<file path="config.mk">
export PLATFORM = sky130hd
export DESIGN_NAME = alu_serial_ctrl
export DESIGN_NICKNAME = d
export VERILOG_FILES = /design/src/rtl/alu_serial_ctrl.sv
export SDC_FILE = /design/constraint.sdc
export NUM_CORES = 1
export LEC_CHECK = 0
export ABC_AREA = 0
export BUFFER_PORTS_ARGS = -buffer_cell sky130_fd_sc_hd__buf_4
export CORE_AREA = 2 2 55 57
export DETAILED_ROUTE_END_ITERATION = 8
export DIE_AREA = 0 0 57 59
export PLACE_DENSITY = 0.79
export SYNTH_ARGS = -nofsm -noshare
export SYNTH_HDL_FRONTEND = slang
export SYNTH_SLANG_ARGS = --single-unit
</file>
<file path="constraint.sdc">
create_clock -name clock -period 2.8 [get_ports clock]
set_input_delay 0.56 -clock clock [delete_from_list [all_inputs] [get_ports clock]]
set_output_delay 0.56 -clock clock [all_outputs]
set_load 0.01 [all_outputs]
</file>
<file path="src/rtl/alu_serial_ctrl.sv">
// alu_serial_ctrl
//   Bit-serial sequencer that runs a WIDTH-bit ALU operation through one
//   external registered 1-bit ALU slice. Bits are issued LSB first, one per
//   clock. The carry is chained through the slice's registered carry output.
//   The result word is assembled here, and carry/overflow/zero/SLT are derived
//   at the end.
//
// Ports
//   clock, reset          system clock; synchronous active-high reset
//   start, func, a, b     operation request (func: 000 AND, 001 OR, 010 ADD,
//                         110 SUB, 111 SLT; anything else is illegal)
//   busy, done, err       status (busy = not idle, done = 1-cycle pulse)
//   result, carry_out,
//   overflow, zero        final result word and flags, held until next accept
//   alu_inA/inB/Cin/binv/
//   less/op               drive to the 1-bit slice
//   alu_result, alu_Cout  registered slice outputs (1-cycle latency)
//   state_dbg             current FSM state for observation
//
// Handshake: a request is taken when start=1 while busy=0 (IDLE). a, b and
// func are captured on that edge. done pulses for exactly one cycle when
// result and flags are valid. busy then drops on the following edge, and a new
// start can be taken in that same cycle. start while busy is ignored.

module alu_serial_ctrl #(
    parameter int WIDTH = 4
) (
    input  logic             clock,
    input  logic             reset,
    input  logic             start,
    input  logic [2:0]       func,
    input  logic [WIDTH-1:0] a,
    input  logic [WIDTH-1:0] b,
    output logic             busy,
    output logic             done,
    output logic             err,
    output logic [WIDTH-1:0] result,
    output logic             carry_out,
    output logic             overflow,
    output logic             zero,
    output logic             alu_inA,
    output logic             alu_inB,
    output logic             alu_Cin,
    output logic             alu_binv,
    output logic             alu_less,
    output logic [1:0]       alu_op,
    input  logic             alu_result,
    input  logic             alu_Cout,
    output logic [1:0]       state_dbg
);

    localparam int IDXW = $clog2(WIDTH);

    localparam logic [1:0] S_IDLE  = 2'd0;
    localparam logic [1:0] S_ISSUE = 2'd1;
    localparam logic [1:0] S_DRAIN = 2'd2;
    localparam logic [1:0] S_DONE  = 2'd3;

    localparam logic [2:0] F_AND = 3'b000;
    localparam logic [2:0] F_OR  = 3'b001;
    localparam logic [2:0] F_ADD = 3'b010;
    localparam logic [2:0] F_SUB = 3'b110;
    localparam logic [2:0] F_SLT = 3'b111;

    logic [1:0]       state;
    logic [IDXW-1:0]  idx;
    logic [WIDTH-1:0] a_q;
    logic [WIDTH-1:0] b_q;
    logic [2:0]       func_q;
    logic             msb_cin;
    logic [WIDTH-2:0] sum_q;   // bits 0..WIDTH-2; the MSB arrives in DRAIN

    logic             legal;
    logic             is_sub;
    logic             is_arith;
    logic [WIDTH-1:0] final_sum;
    logic             ovf;
    logic [WIDTH-1:0] final_res;

    assign legal = (func == F_AND) || (func == F_OR) || (func == F_ADD) ||
                   (func == F_SUB) || (func == F_SLT);
    assign is_sub   = (func_q == F_SUB) || (func_q == F_SLT);
    assign is_arith = is_sub || (func_q == F_ADD);

    assign busy      = (state != S_IDLE);
    assign done      = (state == S_DONE);
    assign state_dbg = state;
    assign alu_less  = 1'b0;

    // Slice drive: active only while bits are being issued.
    always_comb begin
        alu_inA  = 1'b0;
        alu_inB  = 1'b0;
        alu_Cin  = 1'b0;
        alu_binv = 1'b0;
        alu_op   = 2'b00;
        if (state == S_ISSUE && !reset) begin
            alu_inA  = a_q[idx];
            alu_inB  = b_q[idx];
            alu_binv = is_sub;
            alu_op   = is_arith ? 2'b10 : ((func_q == F_OR) ? 2'b01 : 2'b00);
            // Bit 0 takes the subtract carry-in; later bits chain the slice carry.
            alu_Cin  = (idx == '0) ? is_sub : alu_Cout;
        end
    end

    // Final word while in DRAIN: MSB comes straight from the slice this cycle.
    always_comb begin
        final_sum = {alu_result, sum_q};
        ovf       = alu_Cout ^ msb_cin;
        final_res = final_sum;
        if (func_q == F_SLT) begin
            final_res = {{(WIDTH-1){1'b0}}, final_sum[WIDTH-1] ^ ovf};
        end
    end

    always_ff @(posedge clock) begin
        if (reset) begin
            state     <= S_IDLE;
            idx       <= '0;
            a_q       <= '0;
            b_q       <= '0;
            func_q    <= '0;
            msb_cin   <= 1'b0;
            sum_q     <= '0;
            err       <= 1'b0;
            result    <= '0;
            carry_out <= 1'b0;
            overflow  <= 1'b0;
            zero      <= 1'b0;
        end else begin
            case (state)
                S_IDLE: begin
                    if (start) begin
                        if (legal) begin
                            a_q    <= a;
                            b_q    <= b;
                            func_q <= func;
                            err    <= 1'b0;
                            idx    <= '0;
                            state  <= S_ISSUE;
                        end else begin
                            result    <= '0;
                            err       <= 1'b1;
                            carry_out <= 1'b0;
                            overflow  <= 1'b0;
                            zero      <= 1'b1;
                            state     <= S_DONE;
                        end
                    end
                end
                S_ISSUE: begin
                    // Slice result lags by one cycle, so bit idx-1 arrives now.
                    if (idx != '0) begin
                        sum_q[idx - IDXW'(1)] <= alu_result;
                    end
                    if (idx == IDXW'(WIDTH-1)) begin
                        msb_cin <= alu_Cin;
                        state   <= S_DRAIN;
                    end else begin
                        idx <= idx + IDXW'(1);
                    end
                end
                S_DRAIN: begin
                    result <= final_res;
                    zero   <= (final_res == '0);
                    if (is_arith) begin
                        overflow  <= ovf;
                        carry_out <= (func_q == F_SLT) ? 1'b0 : alu_Cout;
                    end else begin
                        overflow  <= 1'b0;
                        carry_out <= 1'b0;
                    end
                    state <= S_DONE;
                end
                default: begin
                    state <= S_IDLE;
                end
            endcase
        end
    end

endmodule

</file>
* Word level (Yosys, flattened, before mapping)
Index checks and enable logic that the tools add are counted.
** Word-level totals
- Flip-flop bits (word level) :: 27
- Input bits :: 16
- Output and inout bits :: 19
- Word-level logic and storage cells :: 98
** Operators by class
- Add/subtract/negate cells :: 2
- Magnitude comparators :: 3
- Equal/unequal tests :: 17
- Mux-type cells :: 38
- Bitwise gates (word level) :: 2
- Reductions and logical operators :: 24
** Operators with widths (number)
- 1-bit 2-to-1 mux :: 17
- 2-bit 2-to-1 mux :: 8
- 3-bit == test (second input constant) :: 4
- 4-bit 2-to-1 mux :: 3
- 2-bit != test (second input constant) :: 4
- 4-bit case mux with 2 select lines :: 1
- 2-bit AND reduction :: 4
- 2-bit nonzero test :: 4
- 2-bit == test (second input constant) :: 3
- 3-bit by 1-bit == test with 1-bit output (second input constant) :: 2
- 3-bit by 2-bit == test with 1-bit output (second input constant) :: 2
- 1-bit logical OR :: 6
- 2-bit by 3-bit < comparator with 1-bit output (second input constant) :: 2
- 1-bit case mux with 2 select lines :: 3
- 2-bit case mux with 3 select lines :: 1
- 3-bit AND reduction :: 2
- 1-bit binary-select mux with 2-bit select :: 2
- 2-bit logical NOT :: 2
- 4-bit logical NOT :: 1
- 2-bit case mux with 2 select lines :: 1
- 4-bit AND reduction :: 1
- 3-bit bitwise mux :: 1
- 3-bit logical NOT :: 1
- 2-bit by 1-bit adder with 2-bit output (second input constant) :: 1
- other kinds (8) :: 10

* Depth between registers and ports, before layout
- Depth in word-level cells :: 8
- Gate-level depth with buffers :: 7
- Depth with buffers taken out :: 6

* Worst setup path after synthesis
Ideal clock, no wire load.
- Path kind :: reg-to-output
- From :: reg state[0], in the netlist state_dbg[0]
- To :: out alu_op[0]
- Arrival time :: 1.319 ns
- Data required time :: 2.240 ns
- Slack :: 0.921 ns
- Stages on the path, launching flop included :: 5
- Path buffers :: 1
- Cell sequence :: dfxtp_1 > ha_1 > clkbuf_1 > nand2b_1 > nor3_1
** Between the ends
- Word-level cells in the longest chain between the ends :: 3
** RTL lines
- start, declared :: RTL line 65 : logic [1:0] state;
- start signal, assigned :: RTL line 119 : state <= S_IDLE;
- start signal, assigned :: RTL line 141 : state <= S_ISSUE;
- start signal, assigned :: RTL line 148 : state <= S_DONE;
- 2-bit by 1-bit == test with 1-bit output :: RTL line 97 : if (state == S_ISSUE && !reset) begin
- 1-bit logical AND :: RTL line 97
- 2-bit 2-to-1 mux :: RTL line 97
- end, declared :: RTL line 46 : output logic [1:0] alu_op,
Every way passes these cells.

* Worst setup path after layout
- From :: reg state[0], in the netlist state_dbg[0]
- To :: out alu_Cin
** Between the ends
- Word-level cells in the longest chain between the ends :: 3
** RTL lines
- 2-bit by 1-bit == test with 1-bit output :: RTL line 97
- 1-bit logical AND :: RTL line 97
- 1-bit 2-to-1 mux :: RTL line 97
- end, declared :: RTL line 43 : output logic alu_Cin,
Every way passes these cells.

==> metrics.csv <==
metric;value;unit
clk_latency;0.32;ns
die-area;3363;um2
drive_above_1_share;23.71;%
fp.dieW;57;um
cts_root_buf;clkbuf_4;
final_cells;225;
seqPwrFrac;43.0;%
intPower;707.7;uW
p_total;1129;uW
grt_usage;19.44;%
antenna_cells;0;
clk_pin_slew;0.14;ns
setup_violations;0;
grt_pass1_vias;1223;
nFillCells;249;
drc;0;
syn_avg_cell_area;9.030;um2
area_growth_syn_to_layout;17.70;%
crit_chain;ha_1 > nand2b_1 > a21oi_1 > buf_4;
syn-num-nets;191;
powerDensity;640.1;nW/um2
postRouteAntennaNets;0;
place_area;1738;um2
yosysSeqAreaShare;36.06;%
clock-sinks;27;
synth_flop_cell;dfxtp_1;
crit_path_start_kind;flop;
fmax;423.7;MHz
fin_ws;0.4398;ns
core;2710;um2
dpl.cell_count;221;
ios;35;
grt.overflow.total;0;
vdd_drop_max;0.0004853;V
ys_warn_count;0;
critical_path.max_fanout;9;
holdPathStages;2;
drv_cap;0;
worstHoldEndpoint;carry_out;
antenna_found_initial;0;
row_count;19;
pwr-share-comb;42.5;%
synthTopCellsByCount;27 x dfxtp_1, 19 x nor2_1, 18 x nand2_1;
period_share;84.29;%
reg2reg_slack;0.78;ns
cts_tree;built;
via_per_inst;5.560;
finalClockSkew;0.006363;ns
cp.arrival;1.80;ns
syn_area;1499;um2
numPortBuffers;33;
num_vias;1251;
yosys.area.top_type;dfxtp_1;
cp_slowest_cell;dfxtp_1;
critPathTopFamily;flip-flops;
initial_core_util;55.31;%
dp_hpwl;2318;um
critPathRequiredTime;2.24;ns
cp.buffers_inverters;1;
yosys.cell_types.count;42;
fin_tns_setup;0;ns
r2r_cells;6;
r2r-start;state_dbg[0];
run_status;finished, final reports clean;
drv_slew;0;
die-height;59;um
postCtsResizedCells;0;
cts_setup_buffers;0;
clkPwrFrac;14.5;%
drtIter0Drc;46;
hold_class;flop to flop;
final_area;1764;um2
min_period;2.360;ns
worstHoldStart;carry_out;
yosys.area.top_type_share;36.06;%
clockBufferDepth;2;
p_sw_share;37.33;%
final_hold_viol_count;0;
regArea;540.5;um2
cts_max_level;1;
netSwitchingPower;421.5;uW
synth_most_common_cell;dfxtp_1;
crit-reg2reg-capture;zero;
nets;220;
critPathMaxStageDelay;0.46;ns
cts_inserted_buffers;3;
gp_congestion;0.7551;
ys_top_cells_by_area;dfxtp_1 36%, ha_1 7.5%, mux2i_1 6.7%;
path_class;flop to output pin;
wl_per_cell;13.54;um
netlist_instances;166;
first_pass_iters;4;
grt_max_degree;30;
rsz0062_at_grt;false;
grt_pass1_wl;5237;um
p_leak;0.0007748;uW
async_flop_share;0;%
pre_cts_ws;0.7824;ns
synth_edf_count;0;
critPathCaptureType;output pin;
ys_ff_latch;27;
ctsHoldBuffers;0;
wl;3046;um
multi_input_area;873.3;um2
-- final cells by class --
| cell class | count | share of cell area, % |
|---|---|---|
| timing repair buffer | 33 | 14.04 |
| multi-input combinational | 120 | 49.50 |
| inverter | 10 | 2.128 |
| clock buffer | 4 | 1.489 |
| sequential | 27 | 30.64 |
| tap | 31 | 2.199 |
-- worst min-delay path, delay by kind of cell (launching register included) --
kind	cells	cell delay, ns
AOI/OAI and AO/OA	1	0.05
and+or+nand+nor	1	0.05
DFF	1	0.33
-- power groups by stage --
stage               registers (uW)  logic, uW  clock network (uW)
CTS                            486        482                 170
floorplan                      491        354                   0
global placement               490        462                   0
detailed placement             495        479                   0
global route                   495        530                 187
finish                         485        480                 164
-- worst max-delay path by stage --
stage                  from  cells after the start  slack (ns)   endpoint
2_1_floorplan  state_dbg[0]                      4        0.92  alu_op[0]
3_3_place_gp          reset                      4        0.81    alu_Cin
3_5_place_dp          reset                      4        0.78    alu_Cin
4_1_cts        state_dbg[0]                      4        0.43    alu_Cin
5_1_grt        state_dbg[0]                      4        0.30  alu_op[0]
6_report       state_dbg[0]                      4        0.44    alu_Cin
-- metal layers --
layer	GRT usage, %	wire length, um	part of all wire [%]	vias up
li1	-	-	-	631
met1	25.24	1401	46	585
met2	34.65	1493	49	33
met3	2.183	134	4.4	2
met4	4.983	17	0.56	0
met5	0	0	0	-
-- cells by family after synthesis --
logic type / Yosys count / share of synthesized area, %
other: 1 / 0.2502
XOR/XNOR: 2 / 2.170
AND/OR/NAND/NOR: 66 / 23.71
AO/OA/AOI/OAI: 29 / 14.19
buffers and inverters: 19 / 5.676
multiplexers: 13 / 10.43
flip-flops: 27 / 36.06
adder cells (fa/ha/maj): 9 / 7.513
-- layout by cell type, fill, tap and decap left out, types with 5 or more instances in the layout --
cell / synthesis / final
nand2_1: 18 / 18
nand3_1: 10 / 10
nor2b_1: 5 / 5
nor2_1: 19 / 19
dfxtp_1: 27 / 27
ha_1: 9 / 9
buf_4: 1 / 33
a21oi_1: 11 / 11
inv_1: 10 / 10
mux2i_1: 10 / 10
-- flip-flops by register name (all words and copies together) (netlist names), 2 cells and up --
register   flops
func_q         3
result         4
b_q            4
state_dbg      2
sum_q          3
a_q            4
idx            2
-- through the flow --
step	utilization, %	hold slack, ns
6_report	65.10	0.4660
5_1_grt	65.10	0.4858
4_1_cts	65.10	0.4616
3_5_place_dp	64.13	0.4494
3_3_place_gp	64.13	0.4476
2_1_floorplan	-	0.4461
Power figures use the tool's default switching activity.
